**config.mk**
```make
export PLATFORM = sky130hd
export DESIGN_NAME = reg_file_write_ctrl
export DESIGN_NICKNAME = d
export VERILOG_FILES = /design/src/rtl/reg_file_write_ctrl_pkg.sv /design/src/rtl/reg_file_write_ctrl_wb.sv /design/src/rtl/reg_file_write_ctrl.sv
export SDC_FILE = /design/constraint.sdc
export NUM_CORES = 1
export LEC_CHECK = 0
export ABC_AREA = 1
export ABC_CLOCK_PERIOD_IN_PS = 3400
export BUFFER_PORTS_ARGS = -buffer_cell sky130_fd_sc_hd__buf_4
export CORE_MARGIN = 4
export CORE_UTILIZATION = 35
export CTS_CLUSTER_SIZE = 14
export DETAILED_ROUTE_END_ITERATION = 8
export PLACE_DENSITY_LB_ADDON = 0.15
export SLEW_MARGIN = 0
export SYNTH_ARGS = -nofsm -noshare
export SYNTH_HDL_FRONTEND = slang
export SYNTH_SLANG_ARGS = --single-unit
```
**constraint.sdc**
```tcl
create_clock -name clk -period 3.4 [get_ports clk]
set_input_delay 0.68 -clock clk [delete_from_list [all_inputs] [get_ports clk]]
set_output_delay 0.68 -clock clk [all_outputs]
set_load 0.01 [all_outputs]
```
**src/rtl/reg_file_write_ctrl_pkg.sv**
```systemverilog
// Shared register-file writeback definitions.
// Provides the register count / select width constants and the writeback
// request struct (destination select + data) used between the write
// controller and its secondary-source buffer.
package PkgRegisterFile;

  localparam int unsigned NUM_REGS_DEF   = 16;
  localparam int unsigned SEL_WIDTH      = 4;
  localparam int unsigned DATA_WIDTH_DEF = 32;

  typedef logic [SEL_WIDTH-1:0] reg_sel_t;

  // Writeback request at the default data width. Instances with a different
  // data width declare the same shape locally and pass it as a type parameter.
  typedef struct packed {
    reg_sel_t                  sel;
    logic [DATA_WIDTH_DEF-1:0] data;
  } wb_req_t;

endpackage

```
**src/rtl/reg_file_write_ctrl_wb.sv**
```systemverilog
// wb_fifo: small synchronous FIFO for secondary-source writeback requests.
// Ports:
//   clk, rst_n          clock, asynchronous active-low reset
//   push_i, din_i       enqueue din_i at the tail
//   pop_i, dout_o       dequeue; dout_o always shows the current head
//   count_o             occupancy (0..DEPTH)
//   full_o, empty_o     occupancy decodes
// DEPTH must be a power of two (>= 2) so pointers wrap by natural overflow.
module wb_fifo
  import PkgRegisterFile::*;
#(
  parameter int unsigned DEPTH = 4,
  parameter type         T     = wb_req_t
) (
  input  logic                     clk,
  input  logic                     rst_n,
  input  logic                     push_i,
  input  logic                     pop_i,
  input  T                         din_i,
  output T                         dout_o,
  output logic [$clog2(DEPTH):0]   count_o,
  output logic                     full_o,
  output logic                     empty_o
);

  localparam int unsigned     PW       = $clog2(DEPTH);
  localparam logic [PW:0]     FULL_CNT = (PW+1)'(DEPTH);

  T              mem_q [DEPTH];
  logic [PW-1:0] wr_ptr_q, wr_ptr_d;
  logic [PW-1:0] rd_ptr_q, rd_ptr_d;
  logic [PW:0]   count_q,  count_d;
  logic          do_push, do_pop;

  assign full_o  = (count_q == FULL_CNT);
  assign empty_o = (count_q == '0);
  assign count_o = count_q;
  assign dout_o  = mem_q[rd_ptr_q];

  // A push into a full FIFO is only taken when the head leaves the same cycle.
  assign do_push = push_i && (!full_o || pop_i);
  assign do_pop  = pop_i && !empty_o;

  always_comb begin
    wr_ptr_d = wr_ptr_q;
    rd_ptr_d = rd_ptr_q;
    count_d  = count_q;
    if (do_push) wr_ptr_d = wr_ptr_q + 1'b1;
    if (do_pop)  rd_ptr_d = rd_ptr_q + 1'b1;
    case ({do_push, do_pop})
      2'b10:   count_d = count_q + 1'b1;
      2'b01:   count_d = count_q - 1'b1;
      default: count_d = count_q;
    endcase
  end

  always_ff @(posedge clk or negedge rst_n) begin
    if (!rst_n) begin
      wr_ptr_q <= '0;
      rd_ptr_q <= '0;
      count_q  <= '0;
    end else begin
      wr_ptr_q <= wr_ptr_d;
      rd_ptr_q <= rd_ptr_d;
      count_q  <= count_d;
    end
  end

  // Storage needs no reset: entries are only visible through count/pointers.
  always_ff @(posedge clk) begin
    if (do_push) mem_q[wr_ptr_q] <= din_i;
  end

endmodule

```
**src/rtl/reg_file_write_ctrl.sv**
```systemverilog
// reg_file_write_ctrl: register-file write-port arbiter with scoreboard.
// Ports:
//   clk, rst_n                      clock, asynchronous active-low reset
//   claim_valid, claim_sel          decode marks a destination busy
//   s0_valid, s0_sel, s0_data       primary writeback, always accepted
//   s1_valid, s1_ready, s1_sel,
//   s1_data                         secondary writeback, buffered in a FIFO
//   write_en, write_sel, write_data registered register-file write port
//   busy                            per-register pending-write scoreboard
//   fifo_count                      secondary FIFO occupancy
//   err_unclaimed                   sticky: write issued to a non-busy register
module reg_file_write_ctrl
  import PkgRegisterFile::*;
#(
  parameter int unsigned NUM_REGS   = NUM_REGS_DEF,
  parameter int unsigned DATA_WIDTH = DATA_WIDTH_DEF,
  parameter int unsigned FIFO_DEPTH = 4
) (
  input  logic                          clk,
  input  logic                          rst_n,
  input  logic                          claim_valid,
  input  logic [SEL_WIDTH-1:0]          claim_sel,
  input  logic                          s0_valid,
  input  logic [SEL_WIDTH-1:0]          s0_sel,
  input  logic [DATA_WIDTH-1:0]         s0_data,
  input  logic                          s1_valid,
  output logic                          s1_ready,
  input  logic [SEL_WIDTH-1:0]          s1_sel,
  input  logic [DATA_WIDTH-1:0]         s1_data,
  output logic                          write_en,
  output logic [SEL_WIDTH-1:0]          write_sel,
  output logic [DATA_WIDTH-1:0]         write_data,
  output logic [NUM_REGS-1:0]           busy,
  output logic [$clog2(FIFO_DEPTH):0]   fifo_count,
  output logic                          err_unclaimed
);

  typedef struct packed {
    reg_sel_t              sel;
    logic [DATA_WIDTH-1:0] data;
  } req_t;

  req_t                  s1_req, fifo_head;
  logic                  fifo_full, fifo_empty;
  logic                  fifo_push, fifo_pop;

  logic                  issue_valid;
  reg_sel_t              issue_sel;
  logic [DATA_WIDTH-1:0] issue_data;

  logic                  write_en_q,   write_en_d;
  reg_sel_t              write_sel_q,  write_sel_d;
  logic [DATA_WIDTH-1:0] write_data_q, write_data_d;
  logic [NUM_REGS-1:0]   busy_q,       busy_d;
  logic                  err_q,        err_d;

  assign s1_req = '{sel: s1_sel, data: s1_data};

  // Ready depends only on FIFO state, never on s0_valid.
  assign s1_ready  = !fifo_full;
  assign fifo_push = s1_valid && s1_ready;
  // s0 has priority; the FIFO head only drains on idle primary cycles.
  assign fifo_pop  = !s0_valid && !fifo_empty;

  wb_fifo #(
    .DEPTH (FIFO_DEPTH),
    .T     (req_t)
  ) u_wb_fifo (
    .clk     (clk),
    .rst_n   (rst_n),
    .push_i  (fifo_push),
    .pop_i   (fifo_pop),
    .din_i   (s1_req),
    .dout_o  (fifo_head),
    .count_o (fifo_count),
    .full_o  (fifo_full),
    .empty_o (fifo_empty)
  );

  always_comb begin
    issue_valid = 1'b0;
    issue_sel   = '0;
    issue_data  = '0;
    if (s0_valid) begin
      issue_valid = 1'b1;
      issue_sel   = s0_sel;
      issue_data  = s0_data;
    end else if (fifo_pop) begin
      issue_valid = 1'b1;
      issue_sel   = fifo_head.sel;
      issue_data  = fifo_head.data;
    end
  end

  always_comb begin
    // Register 0 requests consume their slot but never write.
    write_en_d   = issue_valid && (issue_sel != '0);
    write_sel_d  = write_sel_q;
    write_data_d = write_data_q;
    if (issue_valid) begin
      write_sel_d  = issue_sel;
      write_data_d = issue_data;
    end
  end

  // Clear on write first, then set on claim, so a same-cycle claim wins.
  always_comb begin
    busy_d = busy_q;
    err_d  = err_q;
    for (int unsigned r = 1; r < NUM_REGS; r++) begin
      if (write_en_d && (issue_sel == SEL_WIDTH'(r))) begin
        if (!busy_q[r]) err_d = 1'b1;
        busy_d[r] = 1'b0;
      end
      if (claim_valid && (claim_sel == SEL_WIDTH'(r))) busy_d[r] = 1'b1;
    end
    busy_d[0] = 1'b0;
  end

  always_ff @(posedge clk or negedge rst_n) begin
    if (!rst_n) begin
      write_en_q   <= 1'b0;
      write_sel_q  <= '0;
      write_data_q <= '0;
      busy_q       <= '0;
      err_q        <= 1'b0;
    end else begin
      write_en_q   <= write_en_d;
      write_sel_q  <= write_sel_d;
      write_data_q <= write_data_d;
      busy_q       <= busy_d;
      err_q        <= err_d;
    end
  end

  assign write_en      = write_en_q;
  assign write_sel     = write_sel_q;
  assign write_data    = write_data_q;
  assign busy          = busy_q;
  assign err_unclaimed = err_q;

endmodule

```
* After elaboration in Yosys (flattened, before gate mapping) *
Memory sizes are Yosys's and may differ from the RTL's.
Cells that the tools add are included.

cells by class
  $add $sub $neg = 4
  equal/unequal tests = 33
  multiplexer cells = 69
  reduce and logical (&&, ||, !) cells = 57

operator list
  kind                 count
  $eq 4x4->1 const B   16
  $mux 1               64
  $mux 32              2
  $logic_and 1x1->1    35
  $eq 4x3->1 const B   8
  $reduce_bool 2->1    16
  $eq 4x2->1 const B   4
  $eq 4x1->1 const B   2
  $mux 4               2
  $pmux 3 s2           1
  $add 2x1->2 const B  2
  $reduce_bool 4->1    1
  $add 3x1->3 const B  1
  $eq 3x3->1 const B   1
  $logic_not 1->1      3
  $logic_not 3->1      1
  $sub 3x1->3 const B  1
  $eq 2x1->1 const B   1
  $eq 2x2->1 const B   1
  $logic_or 1x1->1     1

storage, ports and cells
  register bits = 60
  memory bits (writable) = 144
  bits of input ports = 81
  output and inout port bits = 58
  logic and storage cells = 186
  memories kept = 1

memories
  memory           words  width  rd ports  clocked after Yosys merged registers in  wr ports  line                          source
  u_wb_fifo.mem_q  4      36     1         0                                        1         reg_file_write_ctrl_wb.sv:29  T mem_q [DEPTH];

* Depth between registers and ports, before layout *
Gate-level depths: netlist of run 1.

  word-level depth = 37
  depth in mapped cells = 14
  mapped depth without buffers = 14

* Cells and area by module *
From an unflattened synthesis of run 1, not the netlist that was laid out.

unflattened totals
  cell total of the unflattened synthesis = 771
  area total of the unflattened synthesis = 8509.4 sq um

modules (own cells, without submodules)
  module               instances  cells an instance  area each (sq um)  seq. area each (sq um)
  wb_fifo              1          447                5898.2             4499.3
  reg_file_write_ctrl  1          324                2611.3             1326.3

* Least setup slack after synthesis of run 1 *
OpenSTA, ideal clock, no wires.

  path type = input to register
  start = input s1_valid
  end = memory u_wb_fifo.mem_q[0][0] (netlist bit) (enable)
  arrival = 2.381 ns
  slack = 0.589 ns
  stages on the path = 2
  path buffers = 0
  cells stage by stage = nand2_1 -> nor2_1

between the ends
  longest elaborated chain between the ends = 4

ends and longest elaborated chain
  element                       line                          source
  from (decl)                   reg_file_write_ctrl.sv:26     input logic s1_valid,
  $logic_and 1x1->1             reg_file_write_ctrl.sv:61     assign fifo_push = s1_valid && s1_ready;
  $logic_and 1x1->1             reg_file_write_ctrl_wb.sv:41  assign do_push = push_i && (!full_o || pop_i);
  $mux 1                        reg_file_write_ctrl_wb.sv:71  if (do_push) mem_q[wr_ptr_q] <= din_i;
  $mux 1 (not written as such)  reg_file_write_ctrl_wb.sv:71
  to (decl)                     reg_file_write_ctrl_wb.sv:29

No other way between the ends.

* Worst setup path in the final report of run 1 *
  start = register u_wb_fifo.count_q[0], in the netlist u_wb_fifo.count_o[0]
  end = register u_wb_fifo.count_q[2], in the netlist u_wb_fifo.count_o[2]

between the ends
  longest elaborated chain between the ends = 7

ends and longest elaborated chain
  element                                                 line                                                     source
  from (decl)                                             reg_file_write_ctrl_wb.sv:32                             logic [PW:0] count_q, count_d;
  from (signal assigned)                                  reg_file_write_ctrl_wb.sv:65                             count_q <= count_d;
  $logic_not 3->1                                         reg_file_write_ctrl_wb.sv:36                             assign empty_o = (count_q == '0);
  $logic_not 1->1                                         reg_file_write_ctrl_wb.sv:42, reg_file_write_ctrl.sv:63
  $logic_and 1x1->1                                       reg_file_write_ctrl.sv:63                                assign fifo_pop = !s0_valid && !fifo_empty;
  $logic_or 1x1->1                                        reg_file_write_ctrl_wb.sv:41
  $logic_and 1x1->1                                       reg_file_write_ctrl_wb.sv:41
  $eq 2x1->1 / $eq 2x2->1 (equally long branches)         reg_file_write_ctrl_wb.sv:50                             case ({do_push, do_pop})
  $pmux 3 s2 / $reduce_bool 2->1 (equally long branches)  n/a

Parallel ways exist; a longest one is shown, timed or not.
A chain may end at the register's enable or synchronous reset.

==> summary.md, run 1 <==
| Metric | Value |
|---|---|
| Sw frac | 0.342 |
| DRC violations left | 0 |
| Die Wd | 163 µm |
| Netlist cell types | 31 |
| Min Hold Slack | roughly 0.29 ns |
| Area leader, netlist | edfxtp_1 |
| Grt total ovfl | 0 |
| Post-synth top area share | 0.514 |
| Final WL | around 21,000 µm |
| Antenna Nets Post-Route | 0 |
| Max Clock Freq | 418 MHz |
| Share of layout cells above drive strength 1 | 0.256 |
| Post-Synthesis Cells | 719 |
| DR pass1 iterations | 4 |
| # fillers | 2,240 |
| Syn. warnings | 0 |
| Core footprint | 23,500 µm² |
| Placer Congestion | 0.855 |
| Post-synthesis sequential area ratio | 0.692 |
| Crit path DAT | about 2.8 ns |
| Maximum fanout along the worst path | 8 |
| Mapped Area | 8410 µm² |
| Sum Neg Setup Slack | 0 ns |
| Hold_buf cts | 0 |
| Most frequent cells in the layout | nand2_1, buf_4, edfxtp_1 |
| Vias in the first global route | 5,891 |
| GRT met1 Usage | 0.206 |
| Clock Sinks | 204 |
| Via count | 5,728 |
| Pwr per Cell Area | 873 nW/µm² |
| Sequential power share | 0.398 |
| Top-Level Pins | 139 |
| DP HPWL | between 10,000 and 15,000 µm |
| Ys flop type | edfxtp_1 |
| Initial antenna violation count | 0 |
| Reg-to-Reg Start | u_wb_fifo.count_o[0] |
| # rows | 56 |
| Final hold vios | 0 |
| TritonCTS clock tree | done |
| Peak supply drop | 0.449 mV |
| Total Routing Usage GR | 0.156 |
| Post_cts resized | 0 |
| Minimum clock period | 2.39 ns |
| Full die area | approximately 27,000 µm² |
| Worst-skew pair later-pin latency | 0.51 ns |
| First-pass GRT wire length | 32,800 µm |
| Internal Pwr Total | around 0.0061 W |
| Post-layout net count | approximately 950 |
| Post-CTS Setup Inserts | 0 |
| Met3 usage in global routing | 0.0303 |
| Setup WS post-layout | 1.01 ns |
| Flops & latches, synth | 204 |
| Status | finished, final reports clean |
| FF-to-FF path depth | 9 |
| Met2 GRT Util | 0.266 |
| Clock-pin slew on the worst setup and hold paths | 0.06 ns |
| Kind of critical path | flop to flop |
| Fraction of registers with async set/reset | 0.294 |
| Die height | 163 µm |
| Via density | 4.78 |
| Longest Clk Path Bufs | 3 |
| Max Slew Vio Count | 0 |
| Ant diodes | 0 |
| Worst R2R Setup Slack | about 1 ns |
| Initial core utilization | 0.357 |
| Unrepaired setup endpoints after global routing | false |
| Port Buf Inserts | 137 |
| Syn Nets | 806 |
| Pin count of the biggest net entering global routing | 61 |
| Number of synthesized flops with an enable pin | between 100 and 150 |
| Static Leakage | 4.35 nW |
| Critical Path RT | 3.79 ns |
| WL/cell | between 15 and 20 µm |
| Commonest non-fill, non-tap cell in the layout | nand2_1 |
| Worst Tran Pin Value | 0.878 ns |
| Crit share post-route | 0.703 |
| Area contributors post-synth | edfxtp_1, dfrtp_1, nand2_1 |
| Total CTS buffers | 24 |
| Placed cells | 1,155 |
| Max Cap Violations | 0 |
| Class of the worst hold path | input port to asynchronous set/reset pin |
| Post-Place Setup Slack | slightly above 0.9 ns |
| Clock skew | 0.0122 ns |
| NetSw | 0.00319 W |
| H-tree levels | 1 |
| Area grow syn2layout | 26.8% |
| Gr busiest metal | met2 |
| Initial drt markers | 358 |
| Clock root buffer master | clkbuf_16 |
| End of the worst register-to-register path | u_wb_fifo.count_o[2] |
| Combinational group share of total power | 0.316 |
| Worst Setup End Kind | flop |
| Rel. slew slack | 0.415 |
| Clk pwr share | 0.286 |
| Final setup violation count | 0 |
| Synthesized area per cell | 11.7 µm² |
| Layout Cells excl Fill | between 1,000 and 1,500 |
| Critical Path Source Type | flop |
==> worst max-delay path: stages (launching register included) <==
cell	delay, ns
dfrtp_1	0.42
nor2_2	0.23
nand2_1	0.10
nand2_1	0.42
ha_1	0.24
inv_1	0.06
fa_1	0.38
a21oi_1	0.14
o21ai_0	0.11
xor2_1	0.15
==> sequential cells by signal (all words and copies together), names as in the netlist <==
register and count:
write_data 32, u_wb_fifo.wr_ptr_q 2, write_en 1, u_wb_fifo.mem_q 144
err_unclaimed 1, u_wb_fifo.count_o 3, busy 15, u_wb_fifo.rd_ptr_q 2
write_sel 4
==> worst max path at each step <==
stage,from,to
2_1_floorplan,s1_valid,u_wb_fifo.mem_q[0][0]
6_report,u_wb_fifo.count_o[0],u_wb_fifo.count_o[2]
3_5_place_dp,s0_valid,u_wb_fifo.count_o[2]
3_3_place_gp,s0_valid,u_wb_fifo.count_o[2]
4_1_cts,u_wb_fifo.count_o[0],u_wb_fifo.count_o[2]
5_1_grt,u_wb_fifo.count_o[0],u_wb_fifo.count_o[2]
==> per-stage QoR <==
step | cell area (µm²) | total power (W) | util
after floorplan | 8410 | 0.00548 | -
final | 10700 | 0.00931 | 0.453
after detailed placement | 9830 | 0.00676 | 0.418
after CTS | 10700 | 0.00945 | 0.453
after global routing | 10700 | 0.00990 | 0.453
after global placement | 9830 | 0.00675 | 0.418
==> final cells by class <==
class | instances | area, µm² | area share
Clock inverter | 13 | 188 | 0.0176
Inverter | 47 | 176 | 0.0165
Timing Repair Buffer | 150 | 1140 | 0.107
Tap cell | 319 | 399 | 0.0374
Clock buffer | 31 | 647 | 0.0607
Multi-Input combinational cell | 435 | 2290 | 0.214
Sequential cell | 204 | 5830 | 0.547
==> synthesized netlist by cell type, types with 5 or more instances <==
master / instances
a21oi_1: 67
edfxtp_1: 144
a221o_1: 32
dfrtp_1: 60
ha_1: 5
nor2_1: 18
clkbuf_1: 18
buf_2: 10
o21ai_0: 17
nor2_2: 10
nand3_1: 56
nand2_1: 200
inv_1: 42
nand2_2: 5
==> logic make-up (layout without fill, tap and decap cells) <==
family          after synthesis  in the layout  share of synthesized area
fa+ha+maj                     6              6                    0.00982
compound gates              117            117                     0.0900
flops                       204            204                      0.692
simple gates                307            307                      0.163
xor+xnor                      4              4                    0.00416
buf+inv                      80            241                     0.0399
other cells                   1              1                   0.000446
==> power by group through the flow <==
stage | clock [W] | combinational [W] | sequential [W]
global route | 0.00282 | 0.00330 | 0.00378
detailed placement | 0 | 0.00301 | 0.00375
global placement | 0 | 0.00299 | 0.00376
floorplan | 0 | 0.00167 | 0.00381
CTS | 0.00272 | 0.00302 | 0.00371
finish | 0.00266 | 0.00295 | 0.00371
==> layer usage <==
metal / part of all wire / wire length (µm)
met1: 0.45 / 9290
met2: 0.48 / 10100
met3: 0.050 / 1050
met4: 0.020 / 411
met5: 0 / 0
(Power assumes the default switching activity.)
==> run 2, diff against run 1 <==
--- a/config.mk
+++ b/config.mk
@@ -6,7 +6,7 @@
 export NUM_CORES = 1
 export LEC_CHECK = 0
 export ABC_AREA = 1
-export ABC_CLOCK_PERIOD_IN_PS = 3400
+export ABC_CLOCK_PERIOD_IN_PS = 1900
 export BUFFER_PORTS_ARGS = -buffer_cell sky130_fd_sc_hd__buf_4
 export CORE_MARGIN = 4
 export CORE_UTILIZATION = 35
==> constraint.sdc (replaced) <==
create_clock -name clk -period 1.9 [get_ports clk]
set_input_delay 0.38 -clock clk [delete_from_list [all_inputs] [get_ports clk]]
set_output_delay 0.38 -clock clk [all_outputs]
set_load 0.01 [all_outputs]
==> summary.md, run 2 (same netlist as run 1, synthesis figures left out) <==
| Metric | Value |
|---|---|
| Initial antenna violation count | 0 |
| Ant diodes | 0 |
| Longest Clk Path Bufs | 3 |
| End of the worst register-to-register path | u_wb_fifo.count_o[2] |
| Placed cells | approximately 1,200 |
| Crit path cell chain | nor2_4, nand2_2, nand2_4, ha_1, inv_1, fa_1, a21oi_1, o21ai_1, xor2_1 |
| Most frequent cells in the layout | nand2_1, buf_4, edfxtp_1 |
| Total Routing Usage GR | 0.154 |
| Initial drt markers | roughly 400 |
| Worst Setup End Kind | flop |
| Worst-skew pair later-pin latency | about 0.5 ns |
| Crit path DAT | around 2.2 ns |
| Max Clock Freq | 555 MHz |
| TritonCTS clock tree | done |
| Clock root buffer master | clkbuf_16 |
| Worst Tran Pin Value | 0.506 ns |
| Via density | 4.71 |
| Critical Path Source Type | flop |
| Worst Min Path Start | s1_data[4] |
| Initial core utilization | 0.357 |
| Total area of sequential cells | 5830 µm² |
| First-pass GRT wire length | 32,300 µm |
| Reg-to-Reg Start | u_wb_fifo.count_o[0] |
| Worst R2R Setup Slack | 0.1 ns |
| Final WL | 20,300 µm |
| Rel. slew slack | 0.660 |
| WL/cell | 16.7 µm |
| Hold Crit Endpoint | u_wb_fifo.mem_q[2][4] |
| Die height | 163 µm |
| Clock-pin slew on the worst setup and hold paths | 0.06 ns |
| FF-to-FF path depth | 9 |
| CP max stage delay | 0.43 ns |
| Commonest non-fill, non-tap cell in the layout | nand2_1 |
| Maximum fanout along the worst path | 3 |
| Clock skew | 0.00768 ns |
| Multi-input logic area | 2300 µm² |
| Max reg flops | 144 |
| Full die area | 26,600 µm² |
| DP HPWL | about 14,000 µm |
| Critical path buffers and inverters | 1 |
| Largest Register | u_wb_fifo.mem_q |
| CP top delay family | adder cells |
| Share of layout cells above drive strength 1 | 0.273 |
| Clock Sinks | 204 |
| Crit share post-route | 0.948 |
| Die Wd | between 150 and 200 µm |
| Top-Level Pins | 139 |
| Final hold vios | 0 |
| Layout Cells excl Fill | approximately 1,200 |
| Grt total ovfl | 0 |
| Setup WS post-layout | ~0.1 ns |
| # fillers | approximately 2,200 |
| Via count | 5,714 |
| Hold path depth | 1 |
| # rows | 56 |
| Post-layout net count | roughly 970 |
| Max Slew Vio Count | 0 |
| Kind of critical path | flop to flop |
| Status | finished, final reports clean |
| Post-Place Setup Slack | 0.0450 ns |
| DRC violations left | 0 |
| Pwr per Cell Area | 1540 nW/µm² |
| Static Leakage | 4.43 nW |
| Core footprint | 23,500 µm² |
| Slowest-stage cell, CP | dfrtp_2 |
| Max Cap Violations | 0 |
| Peak supply drop | 0.817 mV |
| Pin count of the biggest net entering global routing | 44 |
| Critical Path RT | 2.27 ns |
| Port Buf Inserts | ~140 |
| Vias in the first global route | 5,742 |
| Cell Area, Placed | 10,000 µm² |
| Design area | 10,800 µm² |
| Area grow syn2layout | 28.6% |
| Antenna Nets Post-Route | 0 |
| Class of the worst hold path | input port to flop |
| Post-layout util | 0.459 |
| Placer Congestion | about 0.86 |
| DR pass1 iterations | 5 |
| Final setup violation count | 0 |
| H-tree levels | 1 |
| Minimum clock period | 1.80 ns |
| Total CTS buffers | 22 |
run 2: worst max-delay path by stage:
| stage | endpoint | slack (ns) | from | depth (start not counted) |
|---|---|---|---|---|
| 3_5_place_dp | u_wb_fifo.count_o[2] | 0.04 | u_wb_fifo.count_o[1] | 9 |
| 5_1_grt | u_wb_fifo.count_o[2] | -0.002 | u_wb_fifo.count_o[0] | 9 |
| 6_report | u_wb_fifo.count_o[2] | 0.1 | u_wb_fifo.count_o[0] | 9 |
| 3_3_place_gp | u_wb_fifo.count_o[2] | 0.04 | u_wb_fifo.count_o[1] | 9 |
| 4_1_cts | u_wb_fifo.count_o[2] | 0.04 | u_wb_fifo.count_o[1] | 9 |
| 2_1_floorplan | u_wb_fifo.mem_q[0][0] | -0.14 | u_wb_fifo.count_o[0] | 4 |
run 2: routing by layer:
layer	global-route usage	vias to the layer above	wire length [µm]
met5	0	-	0
met4	0.0313	0	275
met3	0.0300	21	1140
met2	0.254	155	9840
met1	0.213	2712	9020
li1	-	2826	-
run 2: through the flow:
stage                     setup TNS (ns)  total power [W]  hold WS, ns
after floorplan                   -20.02          0.00983       0.0844
after global placement                 0           0.0123        0.333
after detailed placement               0           0.0123        0.335
after CTS                              0           0.0169       0.0647
after global routing            -0.00219           0.0178       0.0598
final                                  0           0.0167       0.0866
run 2: cell type report:
type	instances	share of cell area
inverters	47	0.0165
multi-input cells	435	0.213
clock inverters	13	0.0156
flip-flops and latches	204	0.539
clock buffers	27	0.0564
well taps	319	0.0369
repair buffers	168	0.123
run 2: timing repair:
| item | 4_1_cts | 5_1_grt |
|---|---|---|
| gates resized for setup | 0 | 2 |
| hold endpoints to repair | 23 | 0 |
| hold buffers | 1 | 0 |
| buffers inserted | 0 | 3 |
| setup endpoints to repair | 0 | 2 |
run 2: power breakdown:
group	switching, W	leakage (nW)	internal [W]
logic	0.00340	2.02	0.00219
registers	0.000555	2.03	0.00603
clock network	0.00168	0.382	0.00283
==> run 3, diff against run 2 <==
--- a/config.mk
+++ b/config.mk
@@ -13,6 +13,7 @@
 export CTS_CLUSTER_SIZE = 14
 export DETAILED_ROUTE_END_ITERATION = 8
 export PLACE_DENSITY_LB_ADDON = 0.15
+export REMOVE_ABC_BUFFERS = 1
 export SLEW_MARGIN = 0
 export SYNTH_ARGS = -nofsm -noshare
 export SYNTH_HDL_FRONTEND = slang
==> summary.md, run 3 (same netlist as run 1, synthesis figures left out) <==
| Metric | Value |
|---|---|
| Commonest non-fill, non-tap cell in the layout | nand2_1 |
| Worst Setup End Kind | flop |
| Worst Tran Pin Value | 0.513 ns |
| # rows | 56 |
| Full die area | approximately 27,000 µm² |
| Die height | 163 µm |
| Via density | 4.73 |
| Gr busiest metal | met2 |
| Top-Level Pins | 139 |
| Clock Sinks | 204 |
| Class of the worst hold path | input port to flop |
| Design area | 10,800 µm² |
| Layout Cells excl Fill | 1,219 |
| Kind of critical path | flop to flop |
| Met2 GRT Util | 0.244 |
| Initial drt markers | 348 |
| Cell Area, Placed | 10,000 µm² |
| Unrepaired setup endpoints after global routing | false |
| Min Hold Slack | 0.0626 ns |
| DRC violations left | 0 |
| Final setup violation count | 0 |
| Status | finished, final reports clean |
| Maximum fanout along the worst path | 6 |
| NetSw | 0.00569 W |
| Crit share post-route | 0.932 |
| Pin count of the biggest net entering global routing | 44 |
| Placed cells | 1,176 |
| Largest Register | u_wb_fifo.mem_q |
| Initial core utilization | 0.357 |
| Clock skew | 0.00580 ns |
| Clk pwr share | 0.266 |
| Worst-skew pair later-pin latency | 0.51 ns |
| Area grow syn2layout | 28.9% |
| Vias in the first global route | 5,693 |
| Critical Path RT | 2.30 ns |
| Hold path depth | 1 |
| Max Slew Vio Count | 0 |
| Post-Place Setup Slack | 0.0845 ns |
| Core footprint | between 20,000 and 25,000 µm² |
| Reg-to-Reg Start | u_wb_fifo.count_o[1] |
| GRT met1 Usage | 0.215 |
| Initial antenna violation count | 1 |
| Worst Min Path Start | s1_data[9] |
| Sw frac | 0.341 |
| H-tree levels | 1 |
| FF-to-FF path depth | 14 |
| Final WL | between 20,000 and 25,000 µm |
| DR pass1 iterations | 4 |
| Share of layout cells above drive strength 1 | 0.272 |
| Die Wd | ~160 µm |
| Hold Crit Endpoint | u_wb_fifo.mem_q[2][9] |
| Placer Congestion | 0.812 |
| Most frequent cells in the layout | nand2_1, buf_4, edfxtp_1 |
| Combinational group share of total power | 0.342 |
| Grt total ovfl | 0 |
| Pwr per Cell Area | 1540 nW/µm² |
| Port Buf Inserts | 137 |
| Rel. slew slack | 0.655 |
| Final hold vios | 0 |
| Sequential power share | 0.392 |
| Minimum clock period | between 1.5 and 2 ns |
| Max Cap Violations | 0 |
| Via count | 5,768 |
| Clock root buffer master | clkbuf_16 |
| Antenna Nets Post-Route | 0 |
| End of the worst register-to-register path | err_unclaimed |
| Ant diodes | 0 |
| Worst R2R Setup Slack | 0.13 ns |
| Total Routing Usage GR | 0.154 |
| First-pass GRT wire length | 32,100 µm |
| Longest Clk Path Bufs | 3 |
| Total CTS buffers | 23 |
| Static Leakage | 4.46 nW |
| DP HPWL | 13,800 µm |
| TritonCTS clock tree | done |
| Post-layout net count | 970 |
| Peak supply drop | around 0.59 mV |
| Post-CTS Setup Inserts | 0 |
| Clock-pin slew on the worst setup and hold paths | 0.06 ns |
| Critical Path Source Type | flop |
| Internal Pwr Total | between 0.01 and 0.015 W |
| Max Clock Freq | 565 MHz |
| Max reg flops | 144 |
| Setup WS post-layout | 0.130 ns |
| Met3 usage in global routing | 0.0396 |
| Crit path DAT | 2.17 ns |
| WL/cell | 16.9 µm |
-- run 3: worst max path at each step --
stage | depth (start not counted) | start | slack [ns] | to
6_report | 14 | u_wb_fifo.count_o[1] | 0.13 | err_unclaimed
5_1_grt | 14 | u_wb_fifo.rd_ptr_q[1] | 0.0007 | err_unclaimed
4_1_cts | 9 | u_wb_fifo.count_o[0] | 0.08 | u_wb_fifo.count_o[2]
3_5_place_dp | 8 | s0_valid | 0.08 | u_wb_fifo.count_o[2]
3_3_place_gp | 12 | u_wb_fifo.count_o[0] | 0.13 | err_unclaimed
2_1_floorplan | 13 | u_wb_fifo.rd_ptr_q[0] | -1.37 | err_unclaimed
-- run 3: final cells by class --
type	count	area [µm²]
flip-flops and latches	204	5830
clock buffers	28	604
inverters	47	179
repair buffers	172	1370
fillers	2260	12700
multi-input cells	435	2300
well taps	319	399
clock inverters	14	160
-- run 3: power by group through the flow --
stage	clock network, W	logic, W	registers (W)
floorplan	0	0.00257	0.00703
global placement	0	0.00574	0.00662
detailed placement	0	0.00579	0.00661
CTS	0.00454	0.00581	0.00654
global route	0.00473	0.00636	0.00667
finish	0.00443	0.00570	0.00653
-- run 3: per-stage QoR --
step           TNS, ns  utilization  total power (W)
6_report             0        0.460           0.0167
5_1_grt              0        0.460           0.0178
4_1_cts              0        0.460           0.0169
3_5_place_dp         0        0.427           0.0124
3_3_place_gp         0        0.427           0.0124
2_1_floorplan  -181.10            -          0.00960
-- run 3: worst max-delay path: stages (launching register included) --
cell and delay (ns):
dfrtp_1 0.38, nor2_2 0.13, buf_4 0.14, a21oi_4 0.05, buf_4 0.17, nand3_4 0.09
nand2_8 0.07, nand2_2 0.15, clkinv_1 0.10, nand3_1 0.07, nand2_1 0.05, inv_1 0.04
nand2_1 0.04, nor2_1 0.10, nand2_1 0.06
-- run 3: routing by layer --
| layer | vias up | wire [µm] |
|---|---|---|
| met3 | 25 | 1290 |
| met2 | 141 | 9400 |
| met1 | 2765 | 9520 |
| met5 | - | 13 |
| met4 | 2 | 342 |
| li1 | 2835 | - |
-- run 3: what timing repair did --
item	CTS	global route
gates resized for setup	0	6
endpoints found under the setup margin	0	4
hold endpoints to repair	20	0
hold buffers	1	0
